`src/rtl/linear_inverse_sm.sv`:
```
// Sequential inverse of the 16-point piecewise-linear transform: locates the
// segment holding y, then restoring-divides the in-segment offset into QW bits.
module linear_inverse_sm #(
  parameter int DSIZE = 12,
  parameter int DM    = 16
) (
  input  logic             clock,
  input  logic             rst,
  input  logic             cal_begin,
  input  logic [DSIZE-1:0] indata,
  output logic             busy,
  output logic             cal_valid,
  output logic [DSIZE-1:0] outdata,
  input  logic [DSIZE-1:0] C00,
  input  logic [DSIZE-1:0] C01,
  input  logic [DSIZE-1:0] C02,
  input  logic [DSIZE-1:0] C03,
  input  logic [DSIZE-1:0] C04,
  input  logic [DSIZE-1:0] C05,
  input  logic [DSIZE-1:0] C06,
  input  logic [DSIZE-1:0] C07,
  input  logic [DSIZE-1:0] C08,
  input  logic [DSIZE-1:0] C09,
  input  logic [DSIZE-1:0] C10,
  input  logic [DSIZE-1:0] C11,
  input  logic [DSIZE-1:0] C12,
  input  logic [DSIZE-1:0] C13,
  input  logic [DSIZE-1:0] C14,
  input  logic [DSIZE-1:0] C15
);

  localparam int QW = $clog2(DM);
  localparam logic [DSIZE-1:0] OVER_VAL = DSIZE'(DM * 15);

  typedef enum logic [1:0] {IDLE, DIV, DONE} state_t;
  typedef enum logic [1:0] {MODE_NORM, MODE_UNDER, MODE_OVER} mode_t;

  state_t           state;
  state_t           state_next;
  mode_t            mode;
  mode_t            seg_mode;
  logic [DSIZE-1:0] cp [16];
  logic [3:0]       seg_k;
  logic             seg_found;
  logic             seg_over;
  logic             accept;
  logic [DSIZE:0]   n;
  logic [DSIZE:0]   trial;
  logic [DSIZE:0]   n_next;
  logic [DSIZE-1:0] d;
  logic [DSIZE-1:0] base;
  logic [QW-1:0]    q;
  logic [QW-1:0]    q_next;
  logic [QW-1:0]    cnt;
  logic             q_bit;
  logic [DSIZE-1:0] result;

  assign cp[0]  = C00;
  assign cp[1]  = C01;
  assign cp[2]  = C02;
  assign cp[3]  = C03;
  assign cp[4]  = C04;
  assign cp[5]  = C05;
  assign cp[6]  = C06;
  assign cp[7]  = C07;
  assign cp[8]  = C08;
  assign cp[9]  = C09;
  assign cp[10] = C10;
  assign cp[11] = C11;
  assign cp[12] = C12;
  assign cp[13] = C13;
  assign cp[14] = C14;
  assign cp[15] = C15;

  assign accept = cal_begin && (state != DIV);

  // Highest qualifying k wins, so C_(k+1) > y and the divisor is never zero.
  always_comb begin
    seg_k     = '0;
    seg_found = 1'b0;
    for (int i = 0; i < 15; i++) begin
      if (cp[i] <= indata) begin
        seg_k     = 4'(i);
        seg_found = 1'b1;
      end
    end
    seg_over = (indata >= cp[15]);
    if (seg_over)
      seg_mode = MODE_OVER;
    else if (!seg_found)
      seg_mode = MODE_UNDER;
    else
      seg_mode = MODE_NORM;
  end

  always_comb begin
    trial  = n << 1;
    q_bit  = (trial >= {1'b0, d});
    n_next = q_bit ? (trial - {1'b0, d}) : trial;
    q_next = (q << 1) | QW'(q_bit);
    case (mode)
      MODE_OVER:  result = OVER_VAL;
      MODE_UNDER: result = '0;
      default:    result = base + DSIZE'(q_next);
    endcase
  end

  always_ff @(posedge clock) begin
    if (rst)
      state <= IDLE;
    else
      state <= state_next;
  end

  always_comb begin
    state_next = state;
    case (state)
      IDLE:    state_next = cal_begin ? DIV : IDLE;
      DIV:     state_next = (cnt == '0) ? DONE : DIV;
      DONE:    state_next = cal_begin ? DIV : IDLE;
      default: state_next = IDLE;
    endcase
  end

  always_comb begin
    busy      = (state == DIV);
    cal_valid = (state == DONE);
  end

  // Under/over conversions still run the full divide so latency never varies.
  always_ff @(posedge clock) begin
    if (rst) begin
      n       <= '0;
      d       <= '0;
      q       <= '0;
      base    <= '0;
      cnt     <= '0;
      mode    <= MODE_NORM;
      outdata <= '0;
    end else if (accept) begin
      mode <= seg_mode;
      base <= DSIZE'(seg_k) << QW;
      q    <= '0;
      cnt  <= QW'(QW - 1);
      if (seg_mode == MODE_NORM) begin
        n <= {1'b0, indata - cp[seg_k]};
        d <= cp[seg_k + 4'd1] - cp[seg_k];
      end else begin
        n <= '0;
        d <= DSIZE'(1);
      end
    end else if (state == DIV) begin
      n <= n_next;
      q <= q_next;
      if (cnt != '0)
        cnt <= cnt - QW'(1);
      else
        outdata <= result;
    end
  end

endmodule

```
`config.mk`:
```
export PLATFORM = sky130hd
export DESIGN_NAME = linear_inverse_sm
export DESIGN_NICKNAME = d
export VERILOG_FILES = /design/src/rtl/linear_inverse_sm.sv
export SDC_FILE = /design/constraint.sdc
export NUM_CORES = 1
export LEC_CHECK = 0
export ABC_CLOCK_PERIOD_IN_PS = 12200
export CAP_MARGIN = 30
export CORE_MARGIN = 2
export CORE_UTILIZATION = 50
export DETAILED_ROUTE_END_ITERATION = 6
export GPL_ROUTABILITY_DRIVEN = 0
export PLACE_DENSITY_LB_ADDON = 0.1
export SLEW_MARGIN = 5
export SYNTH_ARGS = -nofsm -noshare
export SYNTH_HDL_FRONTEND = slang
export SYNTH_SLANG_ARGS = --single-unit
```
`constraint.sdc`:
```
create_clock -name clock -period 12.2 [get_ports clock]
set_input_delay 2.44 -clock clock [delete_from_list [all_inputs] [get_ports clock]]
set_output_delay 2.44 -clock clock [all_outputs]
set_load 0.005 [all_outputs]
```
# Word level (Yosys, flattened, before mapping)
# Index checks and enable logic that the tools add are counted.
# totals
elab_cells,105
out_inout_bits,14
reg_bits,51
# op_classes
n_mux,49
n_eq_ne,5
addsub,6
reduce_logical,12
bitwise,5
order_cmp,19
# ops
operator,n
$le A12 B12 Y1,15
$mux W12,9
$bmux W12 S4,2
$mux W4,12
$sub A12 B12 Y12,3
$mux W1,18
$pmux W9 S2,1
$ge A13 B12 Y1,1
$ge A12 B12 Y1,1
$mux W2,6
$ge A5 B5 Y1 const B,2
$not A4 Y5,2
$add A8 B4 Y9,1
$add A4 B1 Y4 const B,1
$eq A2 B1 Y1 const B,2
$eq A2 B2 Y1 const B,2
$logic_not A2 Y1,2
$logic_not A4 Y1,1
$or A4 B1 Y4,1
$pmux W2 S2,1
$reduce_and A2 Y1,2
$reduce_bool A2 Y1,2
$reduce_bool A4 Y1,1
$reduce_or A2 Y1,2
other kinds (5),6

# Longest topological paths before layout
# Gate-level depths: netlist of the first run.
# depth
word_depth,22
ltp_mapped,35
ltp_nobuf,30

# Worst setup path before layout of the first run
# No wires, ideal clock.
# synth_path
kind,input -> register
from,in indata[2]
to,reg d[11]
stages,34
required_ns,12.064
setup_ns,0.136
n_path_buf,7
t_arrival_ns,9.583
setup_slack_ns,2.481
path_cell_list,clkbuf_1 -> inv_1 -> ha_1 -> o211ai_2 -> a21oi_1 -> o41a_1 -> and2_4 -> and3_4 -> buf_6 -> o21ai_4 -> inv_4 -> buf_1 -> clkbuf_1 -> clkbuf_1 -> ha_1 -> clkbuf_1 -> clkbuf_1 -> mux4_2 -> mux4_2 -> ha_1 -> nor2b_1 -> o21ai_0 -> a21boi_0 -> o21ai_0 -> a21boi_0 -> o21ai_0 -> a21boi_0 -> o21a_1 -> nor2_1 -> o21bai_1 -> a21oi_1 -> xor2_1 -> xnor2_1 -> o22ai_1
# synth_via
elab_chain_cells,22
# synth_lines
element,line_no,source
from (decl),10,"input logic [DSIZE-1:0] indata,"
$le A12 B12 Y1,82,if (cp[i] <= indata) begin
$mux W1,82,
$mux W2,82,
$mux W4 (11 in a row),82,
$mux W4 (*),82,
named net seg_k[0],43,logic [3:0] seg_k;
$add A4 B1 Y4,147,d <= cp[seg_k + 4'd1] - cp[seg_k];
$not A4 Y5 (implied by the code),147,
$bmux W12 S4,147,
$mux W12 (implied by the code) (2 in a row),147,
$sub A12 B12 Y12 (*),147,
$mux W12 (*),145,if (seg_mode == MODE_NORM) begin
to (signal assigned),147,
to (decl),50,logic [DSIZE-1:0] d;
# The timed path passes the listed nets; every way through them passes the cells marked *. The select of a mux whose other input is x is not followed.
# A chain may end at the register's enable or synchronous reset.

# Worst setup path after layout of the first run
# layout_path
from,in indata[2]
to,reg d[11]
# layout_via
elab_chain_cells,22
# layout_lines
element,line_no
$le A12 B12 Y1,82
$mux W1,82
$mux W2,82
$mux W4 (12 in a row),82
$add A4 B1 Y4,147
$not A4 Y5 (implied by the code),147
$bmux W12 S4,147
$mux W12 (implied by the code) (2 in a row),147
$sub A12 B12 Y12,147
$mux W12 (*),145
# Every way passes the cells marked *; elsewhere a longest branch is shown, timed or not. The select of a mux whose other input is x is not followed.

==> qor.csv, run 1 <==
metric;value;unit
area_growth;23.1;%
avgViaCountPerCell;6.72;
power_leakage;0.00571;uW
power-per-cell-area;111;nW/um2
grt.overflow.total;0;
cts-root-buf;clkbuf_16;
core_area;21700;um2
port_buffers;216;
cts_sinks;47;
synth_flop_cell;dfxtp_1;
r2r.worst_path.cells;16;
reg2reg_from;d[1];
hold_path_depth;2;
boundaryPins;221;
nets;1901;
yosysUniqueCellTypes;82;
clock_latency;0.30;ns
clock.fmax;93.1;MHz
post-route-period-util;0.881;
netlist_top_cells_count;ha_1, nand2_1, a21oi_1;
critical_path_class;input pin to flop;
rsz0062_at_grt;no;
end_kind;flop;
vias;11708;
start_util;0.506;
antenna_found_initial;0;
status;finished, final reports clean;
cts_made_buffers;5;
setup_viol;0;
synth-seq-cells;47;
ys_top_cells_by_area;ha_1, mux4_2, dfxtp_1, nand2_1, a21oi_1;
grt_max_degree;54;
htreeDepth;2;
slowest_stage;clkdlybuf4s50_1;
hold_viol_final;0;
grt_use_total;0.354;
drc;0;
slew_violations;0;
ys_warn_count;0;
ys_seq_area_frac;0.0857;
crit_path_max_fanout;17;
yosysMostFrequentCell;ha_1;
placed_cells;1735;
drive_above_1_share;0.0861;
worstPathArrival;10.89;ns
diodes;0;
core.rowCount;54;
stdcell_count;1743;
rr_endpoint;n[7];
reg2reg_slack;8.24;ns
routed_wl;42.0;mm
die_area;23200;um2
hold_path.class;flop to flop;
postCtsSetupBuffers;0;
synth_top_area_share;0.261;
postCtsResizedCells;0;
hp-start;outdata[0];
drtAntennaViolNets;0;
peakVddDrop;74.6;uV
hpwl;34.4;mm
cts_hold_buf;0;
period_minus_slack;10.75;ns
hold_path_end;outdata[0];
max_stage_delay;0.75;ns
clkTransAtPathRegs;0.07;ns
critPathLaunchType;input pin;
drt_iter0_drc;1108;
netlist_instances;1281;
cts_buffer_depth;2;
skew;0.00821;ns
die_h;152;um
firstDrtPassIters;4;
cts_tree;built;
synth_edf_count;0;
netlist_area;11000;um2
crit_required;12.34;ns
async_flop_share;0;
yosys.area.top_type;ha_1;
worst_pin_slew;0.834;ns
fin_tns_setup;0;ns
grt_pass1_vias;11030;
fillers;1890;
avgRoutedWirePerCell;24.1;um
dieWidth;152;um
maxSlewHeadroom;0.442;
maxCapViolations;0;
grt_pass1_wl;64.2;mm
synth_area_per_cell;8.57;um2
[how the worst max path moves through the flow]
| stage | startpoint | slack [ns] | endpoint |
|---|---|---|---|
| global route | indata[2] | 0.87 | d[11] |
| CTS | indata[2] | 1.73 | d[11] |
| detailed placement | indata[2] | 1.45 | d[11] |
| finish | indata[2] | 1.45 | d[11] |
| floorplan | indata[2] | 2.48 | d[11] |
| global placement | indata[2] | 1.75 | d[11] |
[state kept, by name, indices dropped and copies added (netlist names)]
register  count
cnt           4
q             3
d            12
outdata       8
state         2
base          4
n            12
mode          2
[logic make-up (layout without fill, tap and decap cells)]
kind of cell    Yosys count  after routing  synth area share
flops                    47             47            0.0857
mux                     102            102             0.190
simple gates            386            386             0.173
xor+xnor                 23             23            0.0183
compound gates          350            350             0.214
buf+inv                 138            317            0.0503
fa+ha+maj               234            234             0.268
other cells               1              4          0.000342
[placed cells by master (no fill, tap or decap), types with 8 or more instances in the layout]
cell type,synthesis,routed
a211o_1,8,8
a211oi_1,20,20
a21o_1,29,29
a21oi_1,102,102
a311o_1,9,9
a311oi_1,12,12
a31oi_1,15,15
and3_1,19,19
buf_4,4,11
clkdlybuf4s50_1,0,216
dfxtp_1,47,47
ha_1,229,228
inv_1,79,79
mux2_2,8,8
mux2i_1,12,12
mux4_2,75,75
nand2_1,141,141
nand2b_1,15,15
nand3_1,46,45
nand4_1,42,42
nor2_1,46,46
nor2b_1,27,27
nor3_1,20,20
o211ai_1,27,27
o21ai_0,53,53
o22ai_1,9,9
xnor2_1,13,12
xor2_1,10,10
[final cells by class]
| cell class | count | area [um2] | area share |
|---|---|---|---|
| clock buffers | 5 | 125 | 0.00926 |
| clock inverters | 3 | 22.5 | 0.00167 |
| inverters | 82 | 310 | 0.0230 |
| multi-input cells | 1099 | 9520 | 0.705 |
| flip-flops and latches | 47 | 941 | 0.0696 |
| well taps | 280 | 350 | 0.0259 |
| repair buffers | 227 | 2240 | 0.166 |
[through the flow]
step                worst slack, ns  hold WS (ns)  utilization  power, uW  instance area [um2]
finish                         1.45         0.450        0.623       1510                13500
CTS                            1.73         0.454        0.623       1480                13500
floorplan                      2.48         0.437            -        992                11000
global placement               1.75         0.441        0.616       1320                13400
global route                  0.872         0.483        0.623       1610                13500
detailed placement             1.45         0.444        0.616       1330                13400
[worst max-delay path, delay by kind of cell]
| kind | cells | cell delay, ns |
|---|---|---|
| AO/OA/AOI/OAI | 14 | 2.89 |
| XOR/XNOR | 2 | 0.35 |
| adder cells (fa/ha/maj) | 3 | 1.30 |
| buffers and inverters | 4 | 1.67 |
| multiplexers | 2 | 1.06 |
| AND/OR/NAND/NOR | 4 | 1.13 |
[report_power, final]
part           internal, uW  switching (uW)
registers               182            18.6
logic                   519             645
clock network          76.8            63.5
total                   778             727
[layer usage]
| layer | GRT usage | part of all wire | routed length (um) | vias up |
|---|---|---|---|---|
| li1 | - | - | - | 5342 |
| met1 | 0.491 | 0.41 | 17200 | 5461 |
| met2 | 0.562 | 0.44 | 18400 | 796 |
| met3 | 0.0742 | 0.12 | 4900 | 109 |
| met4 | 0.0952 | 0.035 | 1470 | 0 |
| met5 | 0 | 0 | 0 | - |
No activity file was read; power rests on OpenSTA's default activity.
==> run 2, diff against run 1 <==
--- a/config.mk
+++ b/config.mk
@@ -11,7 +11,8 @@
 export CORE_UTILIZATION = 50
 export DETAILED_ROUTE_END_ITERATION = 6
 export GPL_ROUTABILITY_DRIVEN = 0
-export PLACE_DENSITY_LB_ADDON = 0.1
+export PLACE_DENSITY = 0.82
+export SKIP_CTS_REPAIR_TIMING = 1
 export SLEW_MARGIN = 5
 export SYNTH_ARGS = -nofsm -noshare
 export SYNTH_HDL_FRONTEND = slang
==> run 2 against run 1 <==
Compared with the run above:
- count of clock-buffer cells in the layout is 1 higher
- register-to-register slack improved by 0.06 ns
- non-clock buffer count fell by 1
- setup slack improved by 0.056 ns
- critical path type unchanged
- largest power group unchanged
==> qor.csv, run 2 (synthesis results as in run 1) <==
metric;value;unit;change
timing.critical_path.buf_inv;5;;+1
power_leakage;0.00570;uW;-0.12%
drc;0;;unchanged
slew_violations;0;;unchanged
final_common_cell;ha_1;;
hpwl;33.9;mm;-1.2%
crit_path_max_fanout;23;;+6
vias;11979;;+2.3%
power-per-cell-area;112;nW/um2;+0.88%
clock.fmax;93.6;MHz;+0.52%
dieWidth;152;um;unchanged
drive_above_1_share;0.0855;;-0.000625
cts-root-buf;clkbuf_16;;
core_area;21700;um2;unchanged
cts_buffer_depth;2;;unchanged
critical_path_class;input pin to flop;;
area_growth;23.1;%;unchanged
p_int;787;uW;+1.1%
maxSlewHeadroom;0.406;;-0.0366
setup_viol;0;;unchanged
avgViaCountPerCell;6.88;;+2.4%
htreeDepth;2;;unchanged
start_util;0.506;;unchanged
final_cell_mix;ha_1, clkdlybuf4s50_1, nand2_1;;
maxCapViolations;0;;unchanged
crit_required;12.34;ns;about the same
antenna_found_initial;1;;+1
peakVddDrop;84.4;uV;+13%
worst_slack;1.51;ns;+0.0560 ns
p_seq_frac;0.132;;about the same
switching_power;732;uW;+0.64%
routed_wl;41.4;mm;-1.2%
clkTransAtPathRegs;0.06;ns;about the same
firstDrtPassIters;5;;+1
crit_start;indata[2];;
grt_use_total;0.343;;-0.0104
cts_made_buffers;5;;unchanged
reg2reg_from;d[1];;
slowest_stage;clkdlybuf4s50_1;;
cp_top_family;compound AO/OA/AOI/OAI gates;;
grt_pass1_wl;63.4;mm;-1.3%
status;finished, final reports clean;;
hold_viol_final;0;;unchanged
grt_max_degree;54;;unchanged
drt_iter0_drc;1429;;+29%
hp-start;outdata[3];;
combPwrFrac;0.774;;about the same
end_kind;flop;;
cts_sinks;47;;unchanged
skew;0.00659;ns;-0.00163 ns
worst_pin_slew;0.892;ns;+0.0575 ns
biggestRegsByFlops;d: 12 flops, n: 12 flops, outdata: 8 flops;;
post-route-period-util;0.876;;-0.00459
nets;1900;;-0.053%
port_buffers;216;;unchanged
pwr-share-clk;0.093;;about the same
clock_latency;0.29;ns;about the same
worstPathArrival;10.83;ns;-0.06 ns
avgRoutedWirePerCell;23.8;um;-1.2%
diodes;0;;unchanged
critPathLaunchType;input pin;;
grt_pass1_vias;11494;;+4.2%
max_stage_delay;0.78;ns;+0.03 ns
drtAntennaViolNets;0;;unchanged
boundaryPins;221;;unchanged
hold_path.class;flop to flop;;
dp_slack;1.50;ns;+0.0513 ns
cts_tree;built;;
fin_tns_setup;0;ns;unchanged
rsz0062_at_grt;no;;
core.rowCount;54;;unchanged
die_area;23200;um2;unchanged
die_h;152;um;unchanged
period_minus_slack;10.69;ns;-0.0560 ns
grt.overflow.total;0;;unchanged
switching_share;0.482;;-0.00115
==> run 2: path summary, 6_finish.rpt <==
kind                end  slack, ns  cells past startpoint
max               d[11]       1.51                     30
min          outdata[3]       0.45                      2
max reg2reg        n[8]       8.30                     16
min reg2reg  outdata[3]       0.45                      2
==> run 2: tightest hold or removal path: stages, from the launching register on <==
cell	delay, ns
dfxtp_1	0.31
nand2_1	0.05
a21oi_1	0.05
==> run 2: area by class of cell <==
| class | count | area, um2 |
|---|---|---|
| Sequential cell | 47 | 941 |
| Fill cell | 1860 | 8170 |
| Tap cell | 280 | 350 |
| Inverter | 82 | 310 |
| Timing Repair Buffer | 226 | 2240 |
| Multi-Input combinational cell | 1099 | 9520 |
| Clock buffer | 6 | 139 |
| Clock inverter | 2 | 16.3 |
==> run 2: through the flow <==
step,cell area [um2],instances,util,hold slack [ns],total power [uW]
after global placement,13400,1734,0.616,0.439,1310
after floorplan,11000,1284,-,0.437,992
final,13500,1742,0.623,0.449,1520
after detailed placement,13400,1734,0.616,0.444,1330
after CTS,13500,1742,0.623,0.451,1480
after global routing,13500,1742,0.623,0.469,1620
==> run 2: routing by layer <==
layer | vias up | routed length, um | global-route usage
li1 | 5330 | - | -
met1 | 5463 | 14600 | 0.432
met2 | 940 | 18700 | 0.561
met3 | 246 | 4970 | 0.0447
met4 | 0 | 3160 | 0.213
met5 | - | 0 | 0
==> run 2: power by group through the flow <==
stage	clock [uW]	combinational [uW]	sequential [uW]
2_1_floorplan	0	794	198
3_3_place_gp	0	1110	203
3_5_place_dp	0	1130	204
4_1_cts	143	1140	201
5_1_grt	149	1260	204
6_report	142	1180	201
